===== config.mk =====
export PLATFORM = sky130hd
export DESIGN_NAME = bip_sequencer
export DESIGN_NICKNAME = d
export VERILOG_FILES = /design/src/rtl/bip_pkg.sv /design/src/rtl/bip_decoder.sv /design/src/rtl/bip_sequencer.sv
export SDC_FILE = /design/constraint.sdc
export NUM_CORES = 1
export LEC_CHECK = 0
export ABC_AREA = 1
export CORE_MARGIN = 3
export CORE_UTILIZATION = 35
export CTS_CLUSTER_SIZE = 24
export DETAILED_ROUTE_END_ITERATION = 10
export PLACE_DENSITY = 0.58
export SYNTH_ARGS = -nofsm -noshare
export SYNTH_HDL_FRONTEND = slang
export SYNTH_SLANG_ARGS = --single-unit

===== constraint.sdc =====
create_clock -name clk -period 4.04 [get_ports clk]
set_clock_uncertainty 0.1 [all_clocks]
set_input_delay 0.808 -clock clk [delete_from_list [all_inputs] [get_ports clk]]
set_output_delay 0.808 -clock clk [all_outputs]
set_load 0.02 [all_outputs]

===== src/rtl/bip_pkg.sv =====
// ============================================================================
// Module  : bip_pkg
// Brief   : Opcodes, FSM state codes, select codes and control-word types for
//           the BIP sequencer.
// Revision: 1.0 - initial release
// ============================================================================
`default_nettype none

package bip_pkg;

    localparam int OPC_WIDTH = 5;

    localparam logic [OPC_WIDTH-1:0] OPC_HLT  = 5'b00000;
    localparam logic [OPC_WIDTH-1:0] OPC_STO  = 5'b00001;
    localparam logic [OPC_WIDTH-1:0] OPC_LD   = 5'b00010;
    localparam logic [OPC_WIDTH-1:0] OPC_LDI  = 5'b00011;
    localparam logic [OPC_WIDTH-1:0] OPC_ADD  = 5'b00100;
    localparam logic [OPC_WIDTH-1:0] OPC_ADDI = 5'b00101;
    localparam logic [OPC_WIDTH-1:0] OPC_SUB  = 5'b00110;
    localparam logic [OPC_WIDTH-1:0] OPC_SUBI = 5'b00111;

    localparam logic [2:0] S_IDLE   = 3'd0;
    localparam logic [2:0] S_FETCH  = 3'd1;
    localparam logic [2:0] S_DECODE = 3'd2;
    localparam logic [2:0] S_MEM_RD = 3'd3;
    localparam logic [2:0] S_EXEC   = 3'd4;
    localparam logic [2:0] S_HALT   = 3'd5;

    localparam logic [1:0] SEL_A_MEM = 2'd0;
    localparam logic [1:0] SEL_A_IMM = 2'd1;
    localparam logic [1:0] SEL_A_ALU = 2'd2;

    // Datapath controls that depend on the opcode; only driven during EXEC.
    typedef struct packed {
        logic       wr_ram;
        logic       wr_acc;
        logic [1:0] sel_a;
        logic       sel_b;
        logic       op_sub;
    } ctrl_t;

    typedef struct packed {
        logic  ir_load;
        logic  wr_pc;
        logic  rd_ram;
        logic  busy;
        logic  halted;
        ctrl_t ctrl;
    } outs_t;

endpackage

`default_nettype wire


===== src/rtl/bip_decoder.sv =====
// ============================================================================
// Module  : bip_decoder
// Brief   : Combinational opcode decode into sequencing flags and EXEC controls.
// Revision: 1.0 - initial release
// ============================================================================
`default_nettype none

module bip_decoder
    import bip_pkg::*;
(
    input  logic [OPC_WIDTH-1:0] opcode,
    output logic                 needs_mem,
    output logic                 is_halt,
    output logic                 illegal,
    output ctrl_t                ctrl
);

    always_comb begin
        needs_mem = 1'b0;
        is_halt   = 1'b0;
        illegal   = 1'b0;
        ctrl      = '0;
        case (opcode)
            OPC_HLT:  is_halt = 1'b1;
            OPC_STO:  ctrl.wr_ram = 1'b1;
            OPC_LD: begin
                needs_mem   = 1'b1;
                ctrl.wr_acc = 1'b1;
                ctrl.sel_a  = SEL_A_MEM;
            end
            OPC_LDI: begin
                ctrl.wr_acc = 1'b1;
                ctrl.sel_a  = SEL_A_IMM;
            end
            OPC_ADD: begin
                needs_mem   = 1'b1;
                ctrl.wr_acc = 1'b1;
                ctrl.sel_a  = SEL_A_ALU;
            end
            OPC_ADDI: begin
                ctrl.wr_acc = 1'b1;
                ctrl.sel_a  = SEL_A_ALU;
                ctrl.sel_b  = 1'b1;
            end
            OPC_SUB: begin
                needs_mem   = 1'b1;
                ctrl.wr_acc = 1'b1;
                ctrl.sel_a  = SEL_A_ALU;
                ctrl.op_sub = 1'b1;
            end
            OPC_SUBI: begin
                ctrl.wr_acc = 1'b1;
                ctrl.sel_a  = SEL_A_ALU;
                ctrl.sel_b  = 1'b1;
                ctrl.op_sub = 1'b1;
            end
            default:  illegal = 1'b1;
        endcase
    end

endmodule

`default_nettype wire


===== src/rtl/bip_sequencer.sv =====
// ============================================================================
// Module  : bip_sequencer
// Brief   : Multicycle FETCH/DECODE/MEM_RD/EXEC control unit for the BIP core.
// Revision: 1.0 - initial release
// ============================================================================
`default_nettype none

module bip_sequencer
    import bip_pkg::*;
#(
    parameter int OPC_W = 5,
    parameter int OPR_W = 11,
    parameter int CNT_W = 16
) (
    input  logic                   clk,
    input  logic                   reset,
    input  logic                   start,
    input  logic                   step_mode,
    input  logic                   stop,
    input  logic [OPC_W+OPR_W-1:0] instr,
    output logic                   ir_load,
    output logic                   wr_pc,
    output logic                   rd_ram,
    output logic                   wr_ram,
    output logic                   wr_acc,
    output logic [1:0]             sel_a,
    output logic                   sel_b,
    output logic                   op_sub,
    output logic                   busy,
    output logic                   halted,
    output logic                   illegal,
    output logic [CNT_W-1:0]       instr_cnt
);

    logic [2:0]       state_q, state_d;
    logic [OPC_W-1:0] opc_q, opc_d;
    logic             illegal_q, illegal_d;
    logic [CNT_W-1:0] cnt_q, cnt_d;
    outs_t            outs_q, outs_d;

    logic             dec_needs_mem;
    logic             dec_is_halt;
    logic             dec_illegal;
    ctrl_t            dec_ctrl;

    // The operand field is consumed by the datapath, not here.
    logic             unused_opr;
    assign unused_opr = ^instr[OPR_W-1:0];

    bip_decoder u_decoder (
        .opcode    (opc_q),
        .needs_mem (dec_needs_mem),
        .is_halt   (dec_is_halt),
        .illegal   (dec_illegal),
        .ctrl      (dec_ctrl)
    );

    always_comb begin
        state_d = state_q;
        case (state_q)
            S_IDLE:   if (start && !stop) state_d = S_FETCH;
            S_FETCH:  state_d = S_DECODE;
            S_DECODE: begin
                if (dec_is_halt || dec_illegal) state_d = S_HALT;
                else if (dec_needs_mem)         state_d = S_MEM_RD;
                else                            state_d = S_EXEC;
            end
            S_MEM_RD: state_d = S_EXEC;
            S_EXEC:   state_d = (stop || step_mode) ? S_IDLE : S_FETCH;
            S_HALT:   state_d = S_HALT;
            default:  state_d = S_IDLE;
        endcase
    end

    // Outputs are decoded from the next state so the registered value always
    // describes the state the FSM is in during that cycle.
    always_comb begin
        opc_d     = (state_q == S_FETCH) ? instr[OPC_W+OPR_W-1 -: OPC_W] : opc_q;
        illegal_d = illegal_q | ((state_q == S_DECODE) && dec_illegal);
        cnt_d     = cnt_q;
        if ((state_q == S_EXEC) && (cnt_q != {CNT_W{1'b1}})) cnt_d = cnt_q + 1'b1;

        outs_d      = '0;
        outs_d.busy = (state_d != S_IDLE) && (state_d != S_HALT);
        case (state_d)
            S_FETCH:  outs_d.ir_load = 1'b1;
            S_MEM_RD: outs_d.rd_ram  = 1'b1;
            S_EXEC: begin
                outs_d.wr_pc = 1'b1;
                outs_d.ctrl  = dec_ctrl;
            end
            S_HALT:   outs_d.halted  = 1'b1;
            default:  outs_d.busy    = outs_d.busy;
        endcase
    end

    always_ff @(posedge clk) begin
        if (!reset) begin
            state_q   <= S_IDLE;
            opc_q     <= '0;
            illegal_q <= 1'b0;
            cnt_q     <= '0;
            outs_q    <= '0;
        end else begin
            state_q   <= state_d;
            opc_q     <= opc_d;
            illegal_q <= illegal_d;
            cnt_q     <= cnt_d;
            outs_q    <= outs_d;
        end
    end

    assign ir_load   = outs_q.ir_load;
    assign wr_pc     = outs_q.wr_pc;
    assign rd_ram    = outs_q.rd_ram;
    assign wr_ram    = outs_q.ctrl.wr_ram;
    assign wr_acc    = outs_q.ctrl.wr_acc;
    assign sel_a     = outs_q.ctrl.sel_a;
    assign sel_b     = outs_q.ctrl.sel_b;
    assign op_sub    = outs_q.ctrl.op_sub;
    assign busy      = outs_q.busy;
    assign halted    = outs_q.halted;
    assign illegal   = illegal_q;
    assign instr_cnt = cnt_q;

endmodule

`default_nettype wire

==> flow_summary.toml <==
[hold_path]
hold_end = "illegal"
hp-class = "reg -> reg"
min_path_cells = 2
worstHoldStart = "illegal"

[routing]
ant_nets = 0
met1_length_mm = 1.805
drt-initial-drc-count = 65
met2_length_mm = 1.931
wl_per_cell_um = 11.37
drt_wl_total_mm = 3.946
vias = 1583
drc = 0
met3_length_um = 136
first_pass_iters = 4
vias_per_cell = 4.562
dr.max_layer_used = "met4"

[logic_synthesis]
yosys.area.top_type = "dfxtp_1"
synth_area_leaders = "dfxtp_1 41%, nand2_1 13%, nand3_1 6.9%"
synth_cells = 242
synth.top_cell.area_share = 0.4126
synth_seq_area_share = 0.4126
synthesis.nets = 264
synth_cell_types = 29
synthesis.area_mm2 = 0.001747
synth_seq_cells = 36
yosys_warnings = 0
post_synth.cell_area_avg_um2 = 7.218

[place]
routabilityCongestion = 0.8511
numPortBuffers = 37
hpwlAfterDp_mm = 2.862

[power]
power_frac_seq = 0.526
p_per_area_mw_per_mm2 = 315.1
clkPwrFrac = 0.376
vdd_drop_max_v = 0.0001377
switching_share = 0.2749
p_leak_nw = 0.8013
p_comb_frac = 0.098
intPower_w = 0.0005141
p_switching_w = 0.0001949

[grt]
grt_pass1_wl_mm = 6.748
grt_pass1_vias = 1422
grt_usage = 0.1429
grt-ovfl-total = 0
antenna_found_initial = 0
grt_max_degree = 21

[worst_setup_path]
path_buf_inv = 1
critPathTopFamily = "buffers and inverters"
rr_startpoint = "instr_cnt[0]"
cp.required_ns = 3.13
crit_path_start_kind = "flip-flop"
cp.arrival_ns = 1.41
r2r_end = "instr_cnt[14]"
rr_worst_depth = 8
cp_max_fo = 6
crit_path_top_delay_cell = "clkdlybuf4s50_1"
critPathKind = "reg -> out"
worst_path_largest_cell_delay_ns = 0.66
crit_chain = "clkdlybuf4s50_1"
endpoint_kind = "primary output"
r2r_setup_slack_ns = 2.07

[cells_and_area]
final_cell_mix = "61 x nand2_1, 37 x clkdlybuf4s50_1, 36 x dfxtp_1, 32 x nor2_1, 24 x nand3_1"
fin_nets = 301
ff_latch_area_um2 = 720.7
multi_input_area_um2 = 887.1
final_util = 0.4701
area_delta_synth_final_pct = 28.80
drive_gt1_frac = 0.1143
n_fill_cell = 509
antenna-diode-count = 0
layout_commonest_cell = "nand2_1"

[clocking]
h-tree-depth = 2
clk_latency_ns = 0.29
cts_tree = "done"
cts-root-buf = "clkbuf_8"
clk_pin_slew_worst_paths_ns = 0.08
cts_resized = 0
cts_buffers = 5
cts_setup_buffers = 0
cts_buffer_depth = 2
postCtsHoldBufs = 0
clkSinkCount = 36

[sta]
drv_slew = 0
rsz0062_at_grt = "false"
setup_tns_ns = 0
hold_viol = 0
max-slew-margin-rel = 0.4124
timing.final.crit_share = 0.5748
worstMarginPinSlew_ns = 0.8805
fin_crit_ns = 2.322
fmax_ghz = 0.4307
setup_violations = 0

[floorplanning]
start_util = 0.3650
die_h_um = 76.65
die_area_mm2 = 0.005874
dieWidth_um = 76.65
coreArea_mm2 = 0.004786
placementRows = 25
io_pins = 49

[run_status]
outcome = "complete, no violations"

[run]
cap_violations = 0
[flip-flops by register name (all words and copies together) (netlist names), 2 cells and up]
register,cells
opc_q,5
sel_a,2
instr_cnt,16
state_q,3
[per-stage QoR]
stage               std cells  hold WS, ns  cell area (µm²)  worst slack (ns)  power [W]
global placement          339       0.3560             2157             1.525  0.0004515
CTS                       347       0.3621             2250             1.693  0.0007176
detailed placement        339       0.3476             2157             1.533  0.0004515
finish                    347       0.3565             2250             1.718  0.0007089
floorplan                 242       0.3258             1747             2.311  0.0004276
global route              347       0.3891             2250             1.648  0.0007433
[layout make-up]
class | count | share of cell area
Sequential cell | 36 | 0.3204
Clock inverter | 3 | 0.01057
Clock buffer | 5 | 0.03059
Multi-Input combinational cell | 174 | 0.3943
Tap cell | 67 | 0.03726
Timing Repair Buffer | 37 | 0.1646
Inverter | 25 | 0.04227
[kinds of logic (layout without fill, tap and decap cells)]
| family | count (synthesis) | count (layout) | synth area share |
|---|---|---|---|
| compound gates | 33 | 33 | 0.1225 |
| xor+xnor | 8 | 8 | 0.04012 |
| fa+ha+maj | 1 | 1 | 0.007162 |
| buf+inv | 32 | 70 | 0.07951 |
| flops | 36 | 36 | 0.4126 |
| simple gates | 132 | 132 | 0.3381 |
[routing by layer]
layer	track usage	up-vias
li1	-	851
met1	0.1705	701
met2	0.2425	25
met3	0.03664	6
met4	0.05978	0
met5	0	-
[power groups by stage]
stage | clock network, W | registers [W] | logic, W
2_1_floorplan | 0 | 0.000385 | 0.0000429
3_3_place_gp | 0 | 0.000382 | 0.0000699
3_5_place_dp | 0 | 0.000381 | 0.0000701
4_1_cts | 0.000274 | 0.000373 | 0.0000704
5_1_grt | 0.000290 | 0.000375 | 0.0000780
6_report | 0.000267 | 0.000373 | 0.0000694
[Yosys cell counts (all sizes together)]
| master | instances |
|---|---|
| o21ai | 11 |
| o21a | 1 |
| nand4 | 4 |
| nor2 | 34 |
| a311o | 1 |
| clkbuf | 2 |
| buf | 5 |
| a21oi | 20 |
| nor3 | 4 |
| clkinv | 1 |
| xnor2 | 5 |
| nand3 | 27 |
| dfxtp | 36 |
| nand2 | 63 |
| xor2 | 3 |
| ha | 1 |
| inv | 24 |
[how the worst max path moves through the flow]
stage / startpoint / endpoint / slack [ns] / cells after the start
6_report: instr_cnt[3] / instr_cnt[3] / 1.72 / 1
5_1_grt: instr_cnt[10] / instr_cnt[10] / 1.65 / 1
4_1_cts: instr_cnt[3] / instr_cnt[3] / 1.69 / 1
3_5_place_dp: reset / rd_ram / 1.53 / 3
3_3_place_gp: reset / rd_ram / 1.53 / 3
2_1_floorplan: instr_cnt[0] / instr_cnt[11] / 2.31 / 9
(Power assumes the default switching activity.)
